--- src/rtl/deserializer_1to8_pkg.sv ---
// ---------------------------------------------------------------------------
// deserializer_1to8_pkg
//   Shared constants for the ADC capture-path deserializer.
//   ADC_DES_WIDTH : default number of serial bits per parallel ADC word.
// ---------------------------------------------------------------------------
package deserializer_1to8_pkg;

   localparam int unsigned ADC_DES_WIDTH = 8;

endpackage : deserializer_1to8_pkg

--- src/rtl/deserializer_1to8.sv ---
// ---------------------------------------------------------------------------
// deserializer_1to8
//   Single-lane serial-to-parallel converter for the ADC capture path.
//   One bit of D is sampled on every rising clk edge. Every WIDTH bits,
//   counted from reset release, the assembled word is loaded into Q and
//   q_valid strobes for one cycle. There is no framing or bitslip, and D
//   must already be synchronous to clk.
//
//   Parameters
//     WIDTH     : bits per word (>= 2)
//     MSB_FIRST : 1 -> first received bit lands in Q[WIDTH-1]
//                 0 -> first received bit lands in Q[0]
//
//   Ports
//     clk      in   bit clock, rising-edge sampling
//     rst      in   asynchronous active-high reset
//     D        in   serial data
//     Q        out  last completed word (registered, held until next word)
//     q_valid  out  one-cycle strobe, high while a freshly loaded Q is shown
// ---------------------------------------------------------------------------
module deserializer_1to8
   import deserializer_1to8_pkg::*;
#(
   parameter int unsigned WIDTH     = ADC_DES_WIDTH,
   parameter bit          MSB_FIRST = 1'b1
) (
   input  logic             clk,
   input  logic             rst,
   input  logic             D,
   output logic [WIDTH-1:0] Q,
   output logic             q_valid
);

   localparam int unsigned CW = $clog2(WIDTH);
   localparam logic [CW-1:0] CNT_LAST = CW'(WIDTH - 1);

   logic [WIDTH-1:0] sr_q, sr_d;
   logic [CW-1:0]    cnt_q, cnt_d;
   logic [WIDTH-1:0] q_q, q_d;
   logic             q_valid_q, q_valid_d;
   logic             word_done;

   // Shift direction is fixed at elaboration time.
   generate
      if (MSB_FIRST) begin : g_msb_first
         always_comb begin
            sr_d = {sr_q[WIDTH-2:0], D};
         end
      end else begin : g_lsb_first
         always_comb begin
            sr_d = {D, sr_q[WIDTH-1:1]};
         end
      end
   endgenerate

   assign word_done = (cnt_q == CNT_LAST);

   // Q loads the shifted value including the bit sampled on this edge, so
   // the last bit of a word reaches Q with no extra latency.
   always_comb begin
      cnt_d     = cnt_q + CW'(1);
      q_d       = q_q;
      q_valid_d = 1'b0;
      if (word_done) begin
         cnt_d     = '0;
         q_d       = sr_d;
         q_valid_d = 1'b1;
      end
   end

   always_ff @(posedge clk or posedge rst) begin
      if (rst) begin
         sr_q      <= '0;
         cnt_q     <= '0;
         q_q       <= '0;
         q_valid_q <= 1'b0;
      end else begin
         sr_q      <= sr_d;
         cnt_q     <= cnt_d;
         q_q       <= q_d;
         q_valid_q <= q_valid_d;
      end
   end

   assign Q       = q_q;
   assign q_valid = q_valid_q;

endmodule : deserializer_1to8

--- config.mk ---
export PLATFORM = sky130hd
export DESIGN_NAME = deserializer_1to8
export DESIGN_NICKNAME = d
export VERILOG_FILES = /design/src/rtl/deserializer_1to8_pkg.sv /design/src/rtl/deserializer_1to8.sv
export SDC_FILE = /design/constraint.sdc
export NUM_CORES = 1
export LEC_CHECK = 0
export BUFFER_PORTS_ARGS = -buffer_cell sky130_fd_sc_hd__buf_2
export CORE_AREA = 8 8 45 47
export DETAILED_ROUTE_END_ITERATION = 7
export DIE_AREA = 0 0 53 55
export PLACE_DENSITY = 0.72
export SLEW_MARGIN = 20
export SYNTH_ARGS = -nofsm -noshare
export SYNTH_HDL_FRONTEND = slang
export SYNTH_SLANG_ARGS = --single-unit
--- constraint.sdc ---
create_clock -name clk -period 2.7 [get_ports clk]
set_input_delay 0 -clock clk [delete_from_list [all_inputs] [get_ports clk]]
set_output_delay 0 -clock clk [all_outputs]
set_load 0.005 [all_outputs]
After elaboration in Yosys (flattened, before gate mapping) --
Index checks and enable logic that the tools add are counted. Widths: inputs -> output; s select.
Storage, ports and cells: bits in writable memories 0, memories kept 0, bits in latches 0, logic and storage cells 8, output and inout port bits 9, bits in read-only memories 0, register bits after elaboration 19, input port bits 3
Cells by class: order comparisons 0, bitwise logic cells 0, shift operators 0, eq/ne operators 1, divide/modulo/power cells 0, reductions and logical operators 0, multiply operators 0, multiplexer cells 2, $add $sub $neg 1
Operators with widths (number):
- $add 3x1->3 const B | 1
- $eq 3x3->1 const B | 1
- $mux 3 | 1
- $mux 1 | 1

Longest topological paths before layout --
Gate-level depths: netlist of the first run.
depth after elaboration 2, mapped depth 4, depth with buffers taken out 3

Worst setup path before layout of the first run --
Ideal clock, no wire load.
kind flip-flop to flip-flop, start point register cnt_q[0], end point register q_q[0] (netlist: Q[0]), stages on the path, launching flop included 5, setup time 125 ps, required time 2575 ps, slack 1398 ps, arrival time 1176 ps, path buffers 1, cell sequence dfrtp_1 ha_1 ha_1 buf_6 mux2_4
Between the ends: word-level cells in the longest chain between the ends 1
RTL lines:
- start, declared | line deserializer_1to8.sv:38 | logic [CW-1:0] cnt_q, cnt_d;
- start signal, assigned | line deserializer_1to8.sv:79 | cnt_q <= cnt_d;
- $eq 3x3->1 | line deserializer_1to8.sv:56 | assign word_done = (cnt_q == CNT_LAST);
- end signal, assigned | line deserializer_1to8.sv:80 | q_q <= q_d;
- end, declared | line deserializer_1to8.sv:39 | logic [WIDTH-1:0] q_q, q_d;
Every way passes these cells. A chain may end at the register's enable or synchronous reset.

Worst setup path in the final report of the first run --
start point register cnt_q[0], end point register q_q[5] (netlist: Q[5])
Same word-level chain as after synthesis.

==> flow_summary.json, run 1 <==
{
  "status": "complete, no violations",
  "antenna_found_initial": 0,
  "clkTransAtPathRegs_ns": 0.09,
  "fin_cells": 65,
  "clock.fmax_mhz": 655.8,
  "r2r_cells": 3,
  "gr-usage-all-layers_pct": 7.975,
  "synth_top_area_share_pct": 72.94,
  "slew_headroom_pct": 55.29,
  "gp_congestion": 0.6092,
  "drc": 0,
  "synth_nets": 39,
  "clock-sinks": 19,
  "finalMaxSlewViolations": 0,
  "endpoint_kind": "flip-flop",
  "syn_avg_cell_area_um2": 19.75,
  "antenna_cells": 0,
  "coreArea_mm2": 0.001384,
  "pre_cts_ws_ns": 1.168,
  "synth_most_common_cell": "dfrtp_1",
  "post-cts-setup-buffer-count": 0,
  "htreeDepth": 1,
  "fill_cells": 116,
  "portBuffers": 11,
  "final_hold_viol_count": 0,
  "clock_latency_ns": 0.28,
  "power_per_cell_area_mw_per_mm2": 601.7,
  "min_path_type": "input pin to async pin",
  "dp.cells": 59,
  "yosysWarnings": 0,
  "pin_count": 12,
  "irDropWorstVdd_v": 0.0003207,
  "post_cts_resized": 0,
  "worstPathArrival_ns": 1.70,
  "power.total_w": 0.0004585,
  "clock_path_buffers": 2,
  "synth_ff_type": "dfrtp_1",
  "drt_pass1_iterations": 2,
  "fin_worst_skew_ns": 0.004251,
  "ys_ff_latch": 19,
  "ys_types": 6,
  "grt_pass1_vias": 367,
  "grt_max_degree": 20,
  "ctsRootBufferMaster": "clkbuf_4",
  "nets": 56,
  "die_w_um": 53,
  "viasPerCell": 4.877,
  "syn_area_um2": 651.9,
  "routedWlPerCell_um": 14.40,
  "worstPathRequired_ns": 2.87,
  "numCtsBuffers": 3,
  "synthCells": 33,
  "setup.worst_path.class": "flip-flop to flip-flop",
  "rows": 14,
  "cts_tree": "done",
  "synth_edf_count": 0,
  "vias": 317,
  "netlist_top_cells_area": "dfrtp_1 73%, mux2_4 18%, ha_1 5.8%",
  "rsz0062_at_grt": "no",
  "yosysTopAreaCell": "dfrtp_1",
  "initial_core_util_pct": 47.11,
  "grt_overflow": 0,
  "fin_ws_ns": 1.175,
  "drt_iter0_drc": 1,
  "drtAntennaViolNets": 0,
  "async_flop_share_pct": 100.0,
  "crit_fanout": 9,
  "cts_hold_buffers": 2,
  "area_growth_pct": 16.89,
  "ys_seq_area_share_pct": 72.94,
  "final_layout_size_suffix_gt1_share_pct": 44.90,
  "period_share_pct": 56.47,
  "worst_slew_pin_slew_ns": 0.6699,
  "grt_first_pass_wirelength_um": 1621,
  "setup_viol": 0,
  "synth_common_cells": "19 x dfrtp_1, 8 x mux2_4, 3 x ha_1",
  "dieArea_mm2": 0.002915,
  "die_h_um": 55,
  "fin_crit_ns": 1.525,
  "leakagePower_nw": 0.3882,
  "maxCapViolCount": 0,
  "start_kind": "flip-flop",
  "wl_um": 936,
  "final.setup.tns_ns": 0
}
-- through the flow --
stage	hold slack, ns	util [%]	area (um^2)
floorplan	-0.04887	-	651.9
global placement	0.09926	51.72	715.7
detailed placement	0.1300	51.72	715.7
CTS	0.3581	55.06	762.0
global route	0.3479	55.06	762.0
finish	0.3440	55.06	762.0
-- power by group --
group	total [W]	switching, W	internal [W]
logic	0.0000252	0.0000105	0.0000147
registers	0.000302	0.00000583	0.000296
clock network	0.000132	0.0000744	0.0000574
-- layout make-up --
cell class / instances / area [um^2] / area share (%)
inverter: 1 / 3.754 / 0.4926
sequential: 19 / 475.5 / 62.40
tap: 16 / 20.02 / 2.627
clock buffer: 4 / 26.28 / 3.448
timing repair buffer: 13 / 75.07 / 9.852
multi-input combinational: 12 / 161.4 / 21.18
-- cells in the final DEF (no fill, tap or decap), drive strengths merged --
master	instances
buf	11
clkbuf	4
dfrtp	19
dlygate4sd3	2
ha	3
inv	1
mux2	8
nor2	1
-- cells by family after synthesis --
| logic type | count (synthesis) | synth area share [%] |
|---|---|---|
| AND/OR/NAND/NOR | 1 | 0.5753 |
| adder cells (fa/ha/maj) | 3 | 5.759 |
| buffers and inverters | 2 | 2.303 |
| flip-flops | 19 | 72.94 |
| multiplexers | 8 | 18.43 |
-- worst max-delay path, cell delays in order (launching register included) --
cell and delay, ns:
dfrtp_1 0.36, ha_1 0.18, ha_1 0.52, mux2_4 0.35
-- path summary, 6_finish.rpt --
kind	startpoint	slack, ns	to
min	rst	0.34	Q[4]
max in group asynchronous	rst	1.93	sr_q[3]
min in group clk	D	0.37	sr_q[0]
max	cnt_q[0]	1.18	Q[5]
min reg2reg	sr_q[1]	0.38	sr_q[2]
max reg2reg	cnt_q[0]	1.18	Q[5]
-- state kept, by name (all words and copies together) (netlist names) --
signal	count
Q	8
sr_q	7
cnt_q	3
q_valid	1
-- routing by layer --
layer  vias up  routed length [um]  track usage [%]
met5         -                   0                0
met4         0                  20            6.466
met2         9                 463            12.50
li1        140                   -                -
met3         4                  82            4.011
met1       164                 370            7.890
No activity file was read; power rests on OpenSTA's default activity.
==> run 2, diff against run 1 <==
Settings changed: CORE_AREA 8 8 45 47 to 8 8 46 48, DIE_AREA 0 0 53 55 to 0 0 54 56, PLACE_DENSITY 0.72 to 0.68.
Clock period 2.7 ns to 1.5 ns, I/O delays scaled along.
==> run 2 against run 1 <==
Compared with the run above:
- sequential power up 80%
- sequential share of layout area down 0.20 points
- fmax up 13%
- clock power up 82%
- clock skew down 0.0022 ns
- cell area up 0.33%
- via count down 4.1%
- final cell count unchanged
- combinational power up 81%
- register-to-register slack worse by 1.0 ns
- critical endpoint is now Q[1]
==> flow_summary.json, run 2 (synthesis results as in run 1) <==
{
  "area_growth_pct": 17.27,
  "clock_path_buffers": 2,
  "final_hold_viol_count": 0,
  "irDropWorstVdd_v": 0.0005022,
  "worstPathRequired_ns": 1.67,
  "post-cts-setup-buffer-count": 0,
  "clock_latency_ns": 0.28,
  "rsz0062_at_grt": "no",
  "clock.fmax_mhz": 739.9,
  "drt_pass1_iterations": 1,
  "wl_um": 971,
  "antenna_found_initial": 0,
  "nets": 56,
  "min_path_type": "input pin to async pin",
  "leakagePower_nw": 0.3851,
  "hpwlAfterDp_um": 742.4,
  "start_kind": "flip-flop",
  "ctsRootBufferMaster": "clkbuf_4",
  "fill_cells": 124,
  "numCtsBuffers": 3,
  "final_core_util_pct": 53.22,
  "multi_input_comb_area_um2": 163.9,
  "largest_reg_flops": 8,
  "drtAntennaViolNets": 0,
  "drt_iter0_drc": 0,
  "dieArea_mm2": 0.003024,
  "clock-sinks": 19,
  "cts_tree": "done",
  "final_cell_mix": "19 x dfrtp_1, 11 x buf_2, 8 x mux2_4",
  "worstReg2RegStart": "cnt_q[0]",
  "final_layout_size_suffix_gt1_share_pct": 46.94,
  "r2r_slack_ns": 0.15,
  "power.total_w": 0.0008290,
  "r2r-end": "Q[1]",
  "endpoint_kind": "flip-flop",
  "fin_worst_skew_ns": 0.002011,
  "pin_count": 12,
  "setup_viol": 0,
  "gp_congestion": 0.6551,
  "portBuffers": 11,
  "crit_fanout": 9,
  "status": "complete, no violations",
  "rows": 14,
  "gr-usage-all-layers_pct": 7.784,
  "routedWlPerCell_um": 14.94,
  "power_per_cell_area_mw_per_mm2": 1084,
  "clkTransAtPathRegs_ns": 0.10,
  "fin_crit_ns": 1.352,
  "cp-startpoint": "cnt_q[0]",
  "vias": 304,
  "viasPerCell": 4.677,
  "coreArea_mm2": 0.001436,
  "grt_overflow": 0,
  "grt_pass1_vias": 366,
  "die_h_um": 56,
  "final.setup.tns_ns": 0,
  "antenna_cells": 0,
  "mostFrequentLayoutCell": "dfrtp_1",
  "finalMaxSlewViolations": 0,
  "drc": 0,
  "worst_slew_pin_slew_ns": 0.6521,
  "die_w_um": 54,
  "setup.worst_path.class": "flip-flop to flip-flop",
  "maxCapViolCount": 0,
  "slew_headroom_pct": 56.48,
  "grt_max_degree": 20,
  "grt_first_pass_wirelength_um": 1738,
  "period_share_pct": 90.10,
  "htreeDepth": 1,
  "initial_core_util_pct": 45.38,
  "r2r_cells": 3,
  "worstPathArrival_ns": 1.53,
  "hold_ws_ns": 0.3497,
  "seqCellArea_um2": 475.5
}
-- run 2: changes by cell type in the layout (fill, tap and decap cells not counted) --
cell and change:
ha_2 +1, ha_1 -1
-- run 2: per-layer routing --
layer	track usage, %	vias to the layer above	wire, um
met1	8.875	154	416
met5	0	-	0
li1	-	139	-
met4	3.169	0	0
met2	10.78	11	454
met3	5.615	0	100
-- run 2: worst max path at each step --
stage	to	slack (ns)
after floorplan	Q[0]	0.20
after global placement	Q[2]	0.06
after detailed placement	Q[1]	-0.001
after CTS	Q[1]	0.14
after global routing	Q[1]	0.08
final	Q[1]	0.15
-- run 2: per-stage QoR --
| step | cells | area, um^2 | setup slack [ns] |
|---|---|---|---|
| finish | 65 | 764.5 | 0.1485 |
| global route | 65 | 764.5 | 0.08372 |
| CTS | 65 | 764.5 | 0.1439 |
| detailed placement | 59 | 715.7 | -0.001102 |
| global placement | 59 | 715.7 | 0.05622 |
| floorplan | 33 | 651.9 | 0.1985 |
-- run 2: power by group --
part / internal, W / switching [W] / total, W / leakage, nW
Sequential: 0.000532 / 0.0000113 / 0.000544 / 0.227
Clock: 0.000103 / 0.000137 / 0.000240 / 0.0150
Combinational: 0.0000264 / 0.0000191 / 0.0000455 / 0.143
Total: 0.000662 / 0.000167 / 0.000829 / 0.385
-- run 2: worst max-delay path, cell delays in order (launching register included) --
cell     delay [ns]
dfrtp_1        0.36
ha_1           0.18
ha_2           0.36
mux2_4         0.34
-- run 2: area by class of cell --
| type | instances | share of cell area (%) |
|---|---|---|
| clock buffers | 4 | 3.437 |
| inverters | 1 | 0.4910 |
| multi-input cells | 12 | 21.44 |
| flip-flops and latches | 19 | 62.19 |
| well taps | 16 | 2.619 |
| repair buffers | 13 | 9.820 |
-- run 2: timing repair --
action / in CTS / in global routing
hold buffers: 2 / 0
hold endpoints to repair: 21 / 0
endpoints found under the setup margin: 2 / 0
resized for setup: 1 / 0
==> run 3, diff against run 2 <==
Settings changed: PLACE_DENSITY 0.68 to 0.8.
==> run 3 against run 2 <==
Compared with the run above:
- via count grew 1.3%
- wire length down 3.1%
- register-to-register slack barely moved
==> flow_summary.json, run 3 (synthesis results as in run 1) <==
{
  "status": "complete, no violations",
  "area_growth_pct": 17.47,
  "grt_pass1_vias": 374,
  "drt_pass1_iterations": 1,
  "endpoint_kind": "flip-flop",
  "period_share_pct": 89.64,
  "seqCellArea_um2": 475.5,
  "dieArea_mm2": 0.003024,
  "cts_tree": "done",
  "final_core_util_pct": 53.31,
  "grt_overflow": 0,
  "r2r-end": "Q[7]",
  "die_h_um": 56,
  "post-cts-setup-buffer-count": 0,
  "htreeDepth": 1,
  "slew_headroom_pct": 56.01,
  "antenna_found_initial": 0,
  "leakagePower_nw": 0.3878,
  "vias": 308,
  "rsz0062_at_grt": "no",
  "ctsRootBufferMaster": "clkbuf_4",
  "dp.cells": 59,
  "nets": 56,
  "viasPerCell": 4.738,
  "r2r_cells": 3,
  "drc": 0,
  "worst_slew_pin_slew_ns": 0.6591,
  "crit_fanout": 9,
  "setup.worst_path.class": "flip-flop to flip-flop",
  "clock_path_buffers": 2,
  "start_kind": "flip-flop",
  "fin_crit_ns": 1.345,
  "initial_core_util_pct": 45.38,
  "routedWlPerCell_um": 14.48,
  "min_path_type": "input pin to async pin",
  "irDropWorstVdd_v": 0.0005091,
  "worstPathRequired_ns": 1.68,
  "worstReg2RegStart": "cnt_q[0]",
  "largest_reg_flops": 8,
  "clock_latency_ns": 0.30,
  "clock.fmax_mhz": 743.7,
  "die_w_um": 54,
  "portBuffers": 11,
  "final_layout_size_suffix_gt1_share_pct": 48.98,
  "grt_max_degree": 20,
  "maxCapViolCount": 0,
  "hpwlAfterDp_um": 681.4,
  "r2r_slack_ns": 0.16,
  "final.setup.tns_ns": 0,
  "fin_worst_skew_ns": 0.009227,
  "rows": 14,
  "multi_input_comb_area_um2": 163.9,
  "fill_cells": 135,
  "numCtsBuffers": 3,
  "gp_congestion": 0.6243,
  "mostFrequentLayoutCell": "dfrtp_1",
  "final_hold_viol_count": 0,
  "antenna_cells": 0,
  "drtAntennaViolNets": 0,
  "pin_count": 12,
  "setup_viol": 0,
  "final_cell_mix": "19 x dfrtp_1, 11 x buf_2, 8 x mux2_4",
  "power.total_w": 0.0008383,
  "gr-usage-all-layers_pct": 7.463,
  "fin_cells": 65,
  "clock-sinks": 19,
  "wl_um": 941,
  "grt_first_pass_wirelength_um": 1607,
  "drt_iter0_drc": 0,
  "worstPathArrival_ns": 1.53,
  "coreArea_mm2": 0.001436,
  "power_per_cell_area_mw_per_mm2": 1095,
  "clkTransAtPathRegs_ns": 0.11,
  "finalMaxSlewViolations": 0
}
-- run 3: per-layer routing --
layer	GRT usage, %	vias up	wire, um	share of wire (%)
met5	0	-	0	0
met4	5.282	0	29	3.1
met3	3.743	3	101	11
met2	10.61	14	388	41
met1	8.202	150	421	45
li1	-	141	-	-
-- run 3: worst max-delay path by stage --
| stage | from | endpoint | slack (ns) |
|---|---|---|---|
| floorplan | cnt_q[0] | Q[0] | 0.20 |
| global placement | cnt_q[0] | Q[1] | 0.05 |
| detailed placement | cnt_q[0] | Q[6] | 0.006 |
| CTS | cnt_q[0] | Q[7] | 0.14 |
| global route | cnt_q[0] | Q[7] | 0.08 |
| finish | cnt_q[0] | Q[7] | 0.16 |
-- run 3: stage by stage --
stage / hold WS, ns / area (um^2) / worst slack (ns)
after floorplan: -0.04887 / 651.9 / 0.1985
after global placement: 0.1260 / 715.7 / 0.04518
after detailed placement: 0.1265 / 715.7 / 0.006373
after CTS: 0.3399 / 765.7 / 0.1405
after global routing: 0.3518 / 765.7 / 0.07821
final: 0.3273 / 765.7 / 0.1553
-- run 3: final cells by class --
type                            instances  area share [%]
Clock buffer                            3           2.941
Clock inverter                          1          0.6536
Inverter                                1          0.4902
Multi-Input combinational cell         12           21.41
Sequential cell                        19           62.09
Tap cell                               16           2.614
Timing Repair Buffer                   13           9.804
-- run 3: report_power, final --
part	leakage, nW	switching [W]	internal (W)
registers	0.227	0.0000105	0.000532
logic	0.143	0.0000185	0.0000264
clock network	0.0177	0.000151	0.0000993
total	0.388	0.000180	0.000658
-- run 3: what timing repair did --
action                                  4_1_cts  5_1_grt
endpoints found under the hold margin        21        0
hold buffers                                  2        0
gates resized for setup                       1        0
endpoints found under the setup margin        8        0
-- run 3: critical path, cell delays in order, from the launching register on --
cell     delay [ns]
dfrtp_1        0.36
ha_1           0.18
ha_2           0.37
mux2_4         0.33
